[config.mk]
export PLATFORM = sky130hd
export DESIGN_NAME = mem_stage
export DESIGN_NICKNAME = d
export VERILOG_FILES = /design/src/rtl/mem_stage.sv
export SDC_FILE = /design/constraint.sdc
export NUM_CORES = 1
export LEC_CHECK = 0
export CORE_MARGIN = 8
export CORE_UTILIZATION = 40
export DETAILED_ROUTE_END_ITERATION = 8
export PLACE_DENSITY = 0.74
export SYNTH_ARGS = -nofsm -noshare
export SYNTH_HDL_FRONTEND = slang
export SYNTH_SLANG_ARGS = --single-unit
export TNS_END_PERCENT = 20
[constraint.sdc]
create_clock -name clk -period 2.2 [get_ports clk]
set_input_delay 0.44 -clock clk [delete_from_list [all_inputs] [get_ports clk]]
set_output_delay 0.44 -clock clk [all_outputs]
set_load 0.005 [all_outputs]
[src/rtl/mem_stage.sv]
// Memory-access stage: registers execute results, runs loads/stores over a req/ack port,
// and formats write-back data. Optional misaligned-access trap: MEM_STAGE_MISALIGN_TRAP_EN.
module mem_stage (
    input  logic        clk,
    input  logic        rst,
    input  logic        ex_valid,
    output logic        ex_ready,
    input  logic [31:0] ex_result,
    input  logic [31:0] ex_rs2,
    input  logic [4:0]  ex_rd,
    input  logic        ex_reg_write,
    input  logic        ex_fp_dest,
    input  logic        ex_mem_read,
    input  logic        ex_mem_write,
    input  logic [2:0]  ex_funct3,
    output logic        dmem_req,
    output logic        dmem_we,
    output logic [31:0] dmem_addr,
    output logic [3:0]  dmem_be,
    output logic [31:0] dmem_wdata,
    input  logic        dmem_ack,
    input  logic [31:0] dmem_rdata,
    output logic        wb_valid,
    output logic [31:0] wb_data,
    output logic [4:0]  wb_rd,
    output logic        wb_reg_write,
    output logic        wb_fp_dest,
    output logic        wb_misalign
);

    typedef enum logic {IDLE, ACCESS} state_t;

    state_t      state_q, state_d;
    logic        dmem_req_q, dmem_req_d;
    logic        dmem_we_q, dmem_we_d;
    logic [31:0] addr_q, addr_d;
    logic [3:0]  dmem_be_q, dmem_be_d;
    logic [31:0] dmem_wdata_q, dmem_wdata_d;
    logic [2:0]  funct3_q, funct3_d;
    logic [4:0]  rd_q, rd_d;
    logic        reg_write_q, reg_write_d;
    logic        fp_dest_q, fp_dest_d;
    logic        wb_valid_q, wb_valid_d;
    logic [31:0] wb_data_q, wb_data_d;
    logic [4:0]  wb_rd_q, wb_rd_d;
    logic        wb_reg_write_q, wb_reg_write_d;
    logic        wb_fp_dest_q, wb_fp_dest_d;

    logic        is_store, mem_op;
    logic [3:0]  st_be;
    logic [31:0] st_wdata;
    logic [1:0]  ld_lane;
    logic [31:0] ld_shifted;
    logic [31:0] ld_data;

    assign is_store = ex_mem_write;
    assign mem_op   = ex_mem_write | ex_mem_read;

    // x0 is hardwired zero; f0 is an ordinary register
    function automatic logic wr_en(input logic we, input logic [4:0] rd, input logic fp);
        return we & ~((rd == 5'd0) & ~fp);
    endfunction

    always_comb begin
        st_be    = 4'b1111;
        st_wdata = ex_rs2;
        case (ex_funct3[1:0])
            2'b00: begin
                st_be    = 4'b0001 << ex_result[1:0];
                st_wdata = {4{ex_rs2[7:0]}};
            end
            2'b01: begin
                st_be    = 4'b0011 << {ex_result[1], 1'b0};
                st_wdata = {2{ex_rs2[15:0]}};
            end
            default: begin
                st_be    = 4'b1111;
                st_wdata = ex_rs2;
            end
        endcase
    end

    // halfword lane is forced to addr[1]; words are never shifted
    always_comb begin
        ld_lane = 2'b00;
        case (funct3_q[1:0])
            2'b00:   ld_lane = addr_q[1:0];
            2'b01:   ld_lane = {addr_q[1], 1'b0};
            default: ld_lane = 2'b00;
        endcase
        ld_shifted = dmem_rdata >> {ld_lane, 3'b000};
        ld_data    = ld_shifted;
        case (funct3_q[1:0])
            2'b00:   ld_data = {{24{ld_shifted[7] & ~funct3_q[2]}}, ld_shifted[7:0]};
            2'b01:   ld_data = {{16{ld_shifted[15] & ~funct3_q[2]}}, ld_shifted[15:0]};
            default: ld_data = ld_shifted;
        endcase
    end

`ifdef MEM_STAGE_MISALIGN_TRAP_EN
    logic misalign;
    logic wb_misalign_q, wb_misalign_d;

    always_comb begin
        misalign = 1'b0;
        case (ex_funct3[1:0])
            2'b01:   misalign = ex_result[0];
            2'b10:   misalign = (ex_result[1:0] != 2'b00);
            default: misalign = 1'b0;
        endcase
    end
`endif

    always_comb begin
        state_d        = state_q;
        dmem_req_d     = dmem_req_q;
        dmem_we_d      = dmem_we_q;
        addr_d         = addr_q;
        dmem_be_d      = dmem_be_q;
        dmem_wdata_d   = dmem_wdata_q;
        funct3_d       = funct3_q;
        rd_d           = rd_q;
        reg_write_d    = reg_write_q;
        fp_dest_d      = fp_dest_q;
        wb_valid_d     = 1'b0;
        wb_data_d      = wb_data_q;
        wb_rd_d        = wb_rd_q;
        wb_reg_write_d = wb_reg_write_q;
        wb_fp_dest_d   = wb_fp_dest_q;
`ifdef MEM_STAGE_MISALIGN_TRAP_EN
        wb_misalign_d  = wb_misalign_q;
`endif
        case (state_q)
            IDLE: begin
                if (ex_valid) begin
                    if (!mem_op) begin
                        wb_valid_d     = 1'b1;
                        wb_data_d      = ex_result;
                        wb_rd_d        = ex_rd;
                        wb_reg_write_d = wr_en(ex_reg_write, ex_rd, ex_fp_dest);
                        wb_fp_dest_d   = ex_fp_dest;
`ifdef MEM_STAGE_MISALIGN_TRAP_EN
                        wb_misalign_d  = 1'b0;
                    end else if (misalign) begin
                        wb_valid_d     = 1'b1;
                        wb_data_d      = ex_result;
                        wb_rd_d        = ex_rd;
                        wb_reg_write_d = 1'b0;
                        wb_fp_dest_d   = ex_fp_dest;
                        wb_misalign_d  = 1'b1;
`endif
                    end else begin
                        state_d      = ACCESS;
                        dmem_req_d   = 1'b1;
                        dmem_we_d    = is_store;
                        addr_d       = ex_result;
                        dmem_be_d    = is_store ? st_be : 4'b1111;
                        dmem_wdata_d = is_store ? st_wdata : 32'd0;
                        funct3_d     = ex_funct3;
                        rd_d         = ex_rd;
                        reg_write_d  = ex_reg_write & ~is_store;
                        fp_dest_d    = ex_fp_dest;
                    end
                end
            end
            ACCESS: begin
                if (dmem_ack) begin
                    state_d        = IDLE;
                    dmem_req_d     = 1'b0;
                    wb_valid_d     = 1'b1;
                    wb_data_d      = dmem_we_q ? addr_q : ld_data;
                    wb_rd_d        = rd_q;
                    wb_reg_write_d = wr_en(reg_write_q, rd_q, fp_dest_q);
                    wb_fp_dest_d   = fp_dest_q;
`ifdef MEM_STAGE_MISALIGN_TRAP_EN
                    wb_misalign_d  = 1'b0;
`endif
                end
            end
            default: state_d = IDLE;
        endcase
    end

    always_ff @(posedge clk) begin
        if (rst) begin
            state_q        <= IDLE;
            dmem_req_q     <= 1'b0;
            dmem_we_q      <= 1'b0;
            addr_q         <= 32'd0;
            dmem_be_q      <= 4'd0;
            dmem_wdata_q   <= 32'd0;
            funct3_q       <= 3'd0;
            rd_q           <= 5'd0;
            reg_write_q    <= 1'b0;
            fp_dest_q      <= 1'b0;
            wb_valid_q     <= 1'b0;
            wb_data_q      <= 32'd0;
            wb_rd_q        <= 5'd0;
            wb_reg_write_q <= 1'b0;
            wb_fp_dest_q   <= 1'b0;
        end else begin
            state_q        <= state_d;
            dmem_req_q     <= dmem_req_d;
            dmem_we_q      <= dmem_we_d;
            addr_q         <= addr_d;
            dmem_be_q      <= dmem_be_d;
            dmem_wdata_q   <= dmem_wdata_d;
            funct3_q       <= funct3_d;
            rd_q           <= rd_d;
            reg_write_q    <= reg_write_d;
            fp_dest_q      <= fp_dest_d;
            wb_valid_q     <= wb_valid_d;
            wb_data_q      <= wb_data_d;
            wb_rd_q        <= wb_rd_d;
            wb_reg_write_q <= wb_reg_write_d;
            wb_fp_dest_q   <= wb_fp_dest_d;
        end
    end

`ifdef MEM_STAGE_MISALIGN_TRAP_EN
    always_ff @(posedge clk) begin
        if (rst) wb_misalign_q <= 1'b0;
        else     wb_misalign_q <= wb_misalign_d;
    end
    assign wb_misalign = wb_misalign_q;
`else
    assign wb_misalign = 1'b0;
`endif

    assign ex_ready     = (state_q == IDLE);
    assign dmem_req     = dmem_req_q;
    assign dmem_we      = dmem_we_q;
    assign dmem_addr    = {addr_q[31:2], 2'b00};
    assign dmem_be      = dmem_be_q;
    assign dmem_wdata   = dmem_wdata_q;
    assign wb_valid     = wb_valid_q;
    assign wb_data      = wb_data_q;
    assign wb_rd        = wb_rd_q;
    assign wb_reg_write = wb_reg_write_q;
    assign wb_fp_dest   = wb_fp_dest_q;

endmodule

======== Word-level counts from Yosys, hierarchy flattened ========
Cells that the tools add are included.
storage, ports and cells
  memories ................................ 0
  logic and storage cells ................. 81
  output and inout port bits .............. 112
  bits of input ports ..................... 112
  RAM bits ................................ 0
  bits in latches ......................... 0
  memory bits (read-only) ................. 0
  bits in registers ....................... 121
operators by class
  $lt $le $gt $ge ......................... 0
  multiply operators ...................... 0
  div/mod/pow operators ................... 0
  shift operators ......................... 3
  add/subtract/negate cells ............... 0
  bitwise gates (word level) .............. 15
  eq/ne operators ......................... 6
  reduce and logical (&&, ||, !) cells .... 7
  mux-type cells .......................... 35
operator list
  operator                                                                  number
  32-bit case mux with 2 select lines                                       3
  32-bit two-way mux                                                        5
  32-bit by 5-bit >> shifter with 32-bit output                             1
  1-bit two-way mux                                                         15
  5-bit two-way mux                                                         3
  5-bit zero test                                                           2
  1-bit case mux with 2 select lines                                        5
  5-bit case mux with 2 select lines                                        1
  3-bit AND reduction                                                       3
  4-bit case mux with 2 select lines                                        1
  1-bit AND                                                                 7
  1-bit inverter                                                            7
  2-bit inequality test (second input constant)                             3
  2-bit by 1-bit equality test with 1-bit output (second input constant)    2
  2-bit zero test                                                           2
  4-bit two-way mux                                                         1
  2-bit case mux with 2 select lines                                        1
  1-bit by 2-bit left shift with 4-bit output (first input constant)        1
  2-bit by 2-bit left shift with 4-bit output (first input constant)        1
  2-bit by 1-bit inequality test with 1-bit output (second input constant)  1
  1-bit OR                                                                  1

======== Longest topological paths before layout ========
Gate-level depths: netlist (run 1).
  word-level depth ........................ 8
  gate-level depth with buffers ........... 8
  gate-level depth less buffers ........... 5

======== Least setup slack after synthesis (run 1) ========
Ideal clock, no wire load.
  kind .................................... input to register
  start point ............................. input port ex_mem_write
  end point ............................... register wb_data_q[30], in the netlist wb_data[30]
  required time ........................... 2078 ps
  stages on the path ...................... 7
  setup time .............................. 122 ps
  arrival ................................. 1863 ps
  path slack .............................. 216 ps
  buffers on the path ..................... 2
  cell sequence ........................... buf_6 -> or4b_4 -> buf_6 -> a21oi_4 -> o21ai_2 -> a221oi_2 -> a21oi_1
on the way
  cells in the longest elaborated chain, start to end .. 3
RTL lines
  what                                    line  RTL
  start: declaration                      14    input logic ex_mem_write,
  1-bit OR                                57    assign mem_op = ex_mem_write | ex_mem_read;
  2-bit inequality test (no source line)  -
  3-bit AND reduction (no source line)    -
  end signal: assignment                  213   wb_data_q <= wb_data_d;
  end: declaration                        44    logic [31:0] wb_data_q, wb_data_d;
No other way between the ends.
A chain may end at the register's enable or synchronous reset.

======== Worst setup path after layout (run 1) ========
  start point ............................. register state_q
  end point ............................... output port ex_ready
on the way
  cells in the longest elaborated chain, start to end .. 1
RTL lines
  what                      line  RTL
  start: declaration        33    state_t state_q, state_d;
  start signal: assignment  202   state_q <= state_d;
  1-bit inverter            -
  end: declaration          7     output logic ex_ready,
No other way between the ends.

==> flow_metrics.py, run 1 <==
metrics = {
    "floorplan": {
        "die_area_um2": 20000,
        "die-height_um": 142,
        "dieWidth_um": 142,
        "core_area_um2": 15700,
        "ios": 224,
        "start_util_pct": 40.3,
        "rows": 46,
    },
    "logic_synthesis": {
        "ys.flop_type": "dfxtp_1",
        "syn_avg_cell_area_um2": 7.86,
        "ys_seq_area_share_pct": 38.4,
        "ys_seq_elements": 121,
        "syn_inst": 802,
        "yosysWarnings": 0,
        "yosysUniqueCellTypes": 56,
        "synthArstFlopShare_pct": 0,
        "syn_area_um2": 6300,
        "synth_edf_count": 0,
    },
    "cts": {
        "tritoncts": "done",
        "h-tree-depth": 4,
        "insertion_delay_ns": 0.41,
        "clock_path_buffers": 2,
        "cts_sinks": 121,
        "root_buffer": "clkbuf_16",
        "cts.clk_slew.worst_paths_ns": 0.05,
        "postCtsHoldBufs": 0,
        "cts_inserted_buffers": 17,
    },
    "route": {
        "final_antenna_net_count": 0,
        "wl_per_cell_um": 18.8,
        "drtIter0Drc": 589,
        "dr.pass1.iters": 5,
        "drc": 0,
        "via_count": 6651,
        "wirelength_um": 22800,
        "viasPerCell": 5.47,
    },
    "worst_setup_path": {
        "worst_setup_path_start_kind": "flip-flop",
        "rr_startpoint": "funct3_q[1]$_SDFFE_PP0P_",
        "crit_buf_inv": 3,
        "startpoint": "state_q$_SDFF_PP0_",
        "worstPathCellList": "buf_4 > clkinvlp_4 > clkdlybuf4s50_1",
        "cp_top_family": "buffers and inverters",
        "critical_path_class": "flip-flop to output pin",
        "endpoint": "ex_ready",
        "cp.arrival_ns": 1.64,
        "required_ns": 1.76,
        "reg2reg_to": "wb_data[1]$_SDFFE_PP0P_",
        "crit_fanout": 6,
        "max_stage_delay_ns": 0.51,
        "setup.worst_path.end_class": "output pin",
        "rrSetupSlack_ns": 0.17,
        "worst-path-stages": 3,
        "slowest_stage": "clkdlybuf4s50_1",
        "worstRegToRegCells": 6,
    },
    "placement": {
        "place_area_um2": 8640,
        "gp_congestion": 0.865,
        "hpwlAfterDp_um": 16600,
        "port_buffers": 220,
        "place_inst": 1185,
    },
    "timing": {
        "min_period_ns": 2.08,
        "finClkSkew_ns": 0.00562,
        "setup_viol_count_final": 0,
        "finalHoldViolCount": 0,
        "finalSetupTns_ns": 0,
        "slew_viol_final": 0,
        "period_share_pct": 94.4,
        "tightest_slew_ns": 0.752,
        "rsz0062_at_grt": "false",
        "fmax_ghz": 0.481,
        "maxSlewHeadroom_pct": 49.9,
    },
    "layout": {
        "layout_common_cells": "clkdlybuf4s50_1 (219), dfxtp_1 (120), nand2_1 (117)",
        "syn2layout_area_growth_pct": 46.4,
        "fin_area_um2": 9230,
        "layout_commonest_cell": "clkdlybuf4s50_1",
        "drive_gt1_share_pct": 9.00,
        "diodes": 0,
        "instances_no_fill": 1216,
        "nNetsFinal": 1100,
    },
    "power_and_ir_drop": {
        "total_power_mw": 6.52,
        "ir_drop_uv": 549,
        "p_leak_nw": 3.46,
        "power_density_nw_per_um2": 707,
    },
    "hold_path": {
        "hp-class": "flip-flop to flip-flop",
    },
    "run": {
        "max_cap_viol_count": 0,
    },
    "global_routing": {
        "grt_pass1_wl_um": 35000,
        "grt_use_total_pct": 22.1,
        "antenna_found_initial": 0,
        "grt_overflow": 0,
        "grt_pass1_vias": 6362,
        "grt_start_max_net_pins": 123,
    },
    "outcome": {
        "outcome": "complete, no violations",
    },
}
[stage by stage]
step	hold slack, ns	setup WS (ns)	util [%]
2_1_floorplan	0.443	0.216	-
3_3_place_gp	0.446	-0.116	55.2
3_5_place_dp	0.453	-0.155	55.2
4_1_cts	0.459	0.0300	58.9
5_1_grt	0.485	0.0700	59.0
6_report	0.454	0.123	59.0
[routing by layer]
layer / global-route usage [%] / routed length (um) / vias up
li1: - / - / 3198
met1: 27.3 / 9500 / 3125
met2: 34.8 / 10600 / 287
met3: 6.72 / 2030 / 41
met4: 9.78 / 674 / 0
met5: 0 / 0 / -
[sequential cells by signal, summed over array words and instances, names as in the netlist, 3 cells and up]
signal / cells
rd_q: 5
dmem_wdata: 32
wb_rd: 5
addr_q: 32
funct3_q: 3
wb_data: 32
dmem_be: 4
[logic make-up after synthesis]
| kind of cell | count (synthesis) | synth area share [%] |
|---|---|---|
| mux | 33 | 5.24 |
| flops | 121 | 38.4 |
| compound gates | 264 | 27.1 |
| other cells | 1 | 0.0595 |
| buf+inv | 120 | 9.76 |
| simple gates | 263 | 19.4 |
[what timing repair did]
item                                    CTS  global route
endpoints found under the setup margin    0             1
buffers inserted                          0             0
gates resized for setup                   0             2
[area by class of cell]
class                           count  area (um2)
Timing Repair Buffer              265        2590
Sequential cell                   121        2420
Tap cell                          216         270
Fill cell                        1446        6430
Clock buffer                       23         488
Inverter                           20        78.8
Multi-Input combinational cell    563        3290
Clock inverter                      8        93.8
[worst reg2reg max path, delay by kind of cell (launching register included)]
kind | cells | cell delay [ns]
flops | 1 | 0.43
simple gates | 2 | 0.57
compound gates | 3 | 0.70
buf+inv | 1 | 0.25
[worst min path at each step]
stage / start / endpoint / slack, ns / cells after the start
6_report: dmem_req$_SDFFE_PP0P_ / dmem_req$_SDFFE_PP0P_ / 0.45 / 2
5_1_grt: addr_q[31]$_SDFFE_PP0P_ / addr_q[31]$_SDFFE_PP0P_ / 0.49 / 2
4_1_cts: dmem_req$_SDFFE_PP0P_ / dmem_req$_SDFFE_PP0P_ / 0.46 / 2
3_5_place_dp: dmem_req$_SDFFE_PP0P_ / dmem_req$_SDFFE_PP0P_ / 0.45 / 2
3_3_place_gp: dmem_req$_SDFFE_PP0P_ / dmem_req$_SDFFE_PP0P_ / 0.45 / 2
2_1_floorplan: rd_q[3]$_SDFFE_PP0P_ / rd_q[3]$_SDFFE_PP0P_ / 0.44 / 2
[Yosys cell counts (all sizes together), types with 2 or more instances]
library cell / count / area share [%]
clkbuf: 52 / 3.1
o21ai: 33 / 2.7
nor2b: 13 / 1.3
or4: 2 / 0.24
dfxtp: 121 / 38
and3: 17 / 1.7
a22o: 9 / 1.3
and3b: 5 / 0.69
o311ai: 2 / 0.28
buf: 48 / 5.5
a311oi: 6 / 0.83
a21o: 6 / 0.71
a21oi: 107 / 8.7
o221ai: 8 / 1.1
a22oi: 24 / 2.9
nand3b: 2 / 0.24
or4b: 3 / 0.54
nand2: 120 / 7.6
nand2b: 4 / 0.40
o211ai: 2 / 0.24
nor2: 74 / 4.4
nor4: 5 / 0.50
a211oi: 27 / 3.2
mux2i: 33 / 5.2
a221oi: 3 / 0.62
a311o: 8 / 1.3
inv: 20 / 1.2
or3: 2 / 0.20
o22ai: 15 / 1.5
a31oi: 8 / 0.79
nor3: 9 / 0.71
[report_power, final]
group,internal [mW],switching (mW),leakage (nW)
combinational,0.701,0.652,2.18
clock,1.77,0.978,0.293
sequential,2.33,0.0914,0.990
total,4.80,1.72,3.46
(Power assumes the default switching activity.)
==> inputs of run 2 (changes only) <==
- ABC_AREA: not set -> 0
- HOLD_SLACK_MARGIN: not set -> 0.12
- PLACE_DENSITY: 0.74 -> 0.75
==> run 2 against run 1 <==
Cell area grew 0.31%. Register-to-register slack better by 0.07 ns. Total power rose by 4.2%. Critical endpoint unchanged.
==> flow_metrics.py, run 2 (synthesis results as in run 1) <==
metrics = {
    "worst_setup_path": {
        "crit_fanout": 15,
        "startpoint": "state_q$_SDFF_PP0_",
        "required_ns": 1.76,
        "worst_setup_path_start_kind": "flip-flop",
        "slowest_stage": "clkdlybuf4s50_1",
        "rr_startpoint": "funct3_q[1]$_SDFFE_PP0P_",
        "rrSetupSlack_ns": 0.24,
        "worstRegToRegCells": 6,
        "cp.arrival_ns": 1.61,
        "critical_path_class": "flip-flop to output pin",
        "worstPathCellList": "inv_1 > clkdlybuf4s50_1",
        "max_stage_delay_ns": 0.56,
        "setup.worst_path.end_class": "output pin",
        "reg2reg_to": "wb_data[3]$_SDFFE_PP0P_",
    },
    "timing": {
        "min_period_ns": 2.05,
        "setup_viol_count_final": 0,
        "fmax_ghz": 0.487,
        "tightest_slew_ns": 0.705,
        "finalSetupTns_ns": 0,
        "finalHoldViolCount": 0,
        "finClkSkew_ns": 0.0143,
        "slew_viol_final": 0,
        "period_share_pct": 93.2,
        "maxSlewHeadroom_pct": 53.0,
        "rsz0062_at_grt": "false",
    },
    "layout": {
        "drive_gt1_share_pct": 8.65,
        "fin_area_um2": 9260,
        "layout_commonest_cell": "clkdlybuf4s50_1",
        "syn2layout_area_growth_pct": 46.8,
        "nNetsFinal": 1094,
        "layout_common_cells": "clkdlybuf4s50_1 (219), dfxtp_1 (119), nand2_1 (117)",
    },
    "floorplan": {
        "die_area_um2": 20000,
        "start_util_pct": 40.3,
        "dieWidth_um": 142,
        "die-height_um": 142,
        "ios": 224,
        "core_area_um2": 15700,
        "rows": 46,
    },
    "route": {
        "top_layer_used": "met4",
        "route.met3.wl_um": 2140,
        "drc": 0,
        "wirelength_um": 22900,
        "via_count": 6692,
        "drt-met1-wl_um": 9400,
        "drtIter0Drc": 588,
        "dr.pass1.iters": 7,
        "wl_per_cell_um": 18.9,
        "wl_met2_um": 10600,
        "final_antenna_net_count": 0,
        "viasPerCell": 5.53,
    },
    "hold_path": {
        "whs_path_depth": 2,
        "hp-class": "flip-flop to flip-flop",
        "hp-start": "fp_dest_q$_SDFFE_PP0P_",
        "min_to": "fp_dest_q$_SDFFE_PP0P_",
    },
    "cts": {
        "cts.clk_slew.worst_paths_ns": 0.06,
        "root_buffer": "clkbuf_16",
        "insertion_delay_ns": 0.42,
        "post-cts-setup-buffers": 0,
        "cts_sinks": 121,
        "tritoncts": "done",
        "cts_inserted_buffers": 17,
        "h-tree-depth": 4,
        "clock_path_buffers": 2,
    },
    "global_routing": {
        "grt_pass1_wl_um": 35300,
        "grt_pass1_vias": 6350,
        "grt_use_total_pct": 22.2,
        "grt_overflow": 0,
        "grt_start_max_net_pins": 123,
        "antenna_found_initial": 1,
    },
    "placement": {
        "port_buffers": 220,
        "gp_congestion": 0.942,
        "hpwlAfterDp_um": 16600,
        "place_area_um2": 8610,
    },
    "run": {
        "max_cap_viol_count": 0,
    },
    "power_and_ir_drop": {
        "p_sw_share_pct": 25.7,
        "p_int_mw": 5.05,
        "p_sw_mw": 1.75,
        "pwr-share-clk_pct": 44.6,
        "power_density_nw_per_um2": 734,
        "p_leak_nw": 3.47,
        "ir_drop_uv": 550,
        "power_frac_seq_pct": 35.8,
        "combPwrFrac_pct": 19.6,
    },
    "outcome": {
        "outcome": "complete, no violations",
    },
}
[run 2: worst max path at each step]
stage / endpoint / slack (ns) / cells past startpoint
after floorplan: wb_data[30]$_SDFFE_PP0P_ / 0.22 / 7
after global placement: wb_data[23]$_SDFFE_PP0P_ / -0.11 / 7
after detailed placement: wb_data[23]$_SDFFE_PP0P_ / -0.19 / 7
after CTS: ex_ready / 0.06 / 2
after global routing: ex_ready / 0.09 / 2
final: ex_ready / 0.15 / 2
[run 2: routing by layer]
metal	vias to the layer above	GRT usage, %
li1	3188	-
met1	3122	27.1
met2	325	35.1
met3	57	6.79
met4	0	10.9
met5	-	0
[run 2: power by group through the flow]
stage               logic, mW  registers, mW  clock network [mW]
global placement         1.31           2.48                   0
CTS                      1.33           2.43                3.05
floorplan               0.660           2.45                   0
finish                   1.33           2.43                3.03
detailed placement       1.32           2.48                   0
global route             1.44           2.45                3.15
[run 2: stage by stage]
step | utilization (%) | hold slack, ns | instances | power (mW) | setup WS [ns]
6_report | 59.1 | 0.467 | 1211 | 6.80 | 0.149
3_5_place_dp | 55.0 | 0.452 | 1179 | 3.80 | -0.186
2_1_floorplan | - | 0.443 | 804 | 3.11 | 0.216
3_3_place_gp | 55.0 | 0.445 | 1179 | 3.78 | -0.108
5_1_grt | 59.1 | 0.487 | 1211 | 7.04 | 0.0889
4_1_cts | 59.1 | 0.466 | 1210 | 6.81 | 0.0561
[run 2: worst max-delay path, delay by kind of cell (launching register included)]
family	cells	cell delay [ns]
buf+inv	2	0.79
flops	1	0.41
[run 2: cell type report]
type	instances	area (um2)
diodes	1	2.50
clock buffers	23	498
inverters	20	75.1
well taps	216	270
repair buffers	259	2550
clock inverters	8	140
flip-flops and latches	121	2430
fillers	1439	6400
multi-input cells	563	3290
[run 2: what timing repair did]
action                                  CTS  global route
gates resized for setup                   0             2
hold endpoints to repair                  0             0
endpoints found under the setup margin    0             4
hold buffers                              0             0
==> inputs of run 3 (changes only) <==
- SLEW_MARGIN: not set -> 15
==> results of run 3 <==
The final DEF is identical to that of run 2; final timing and power are the same.
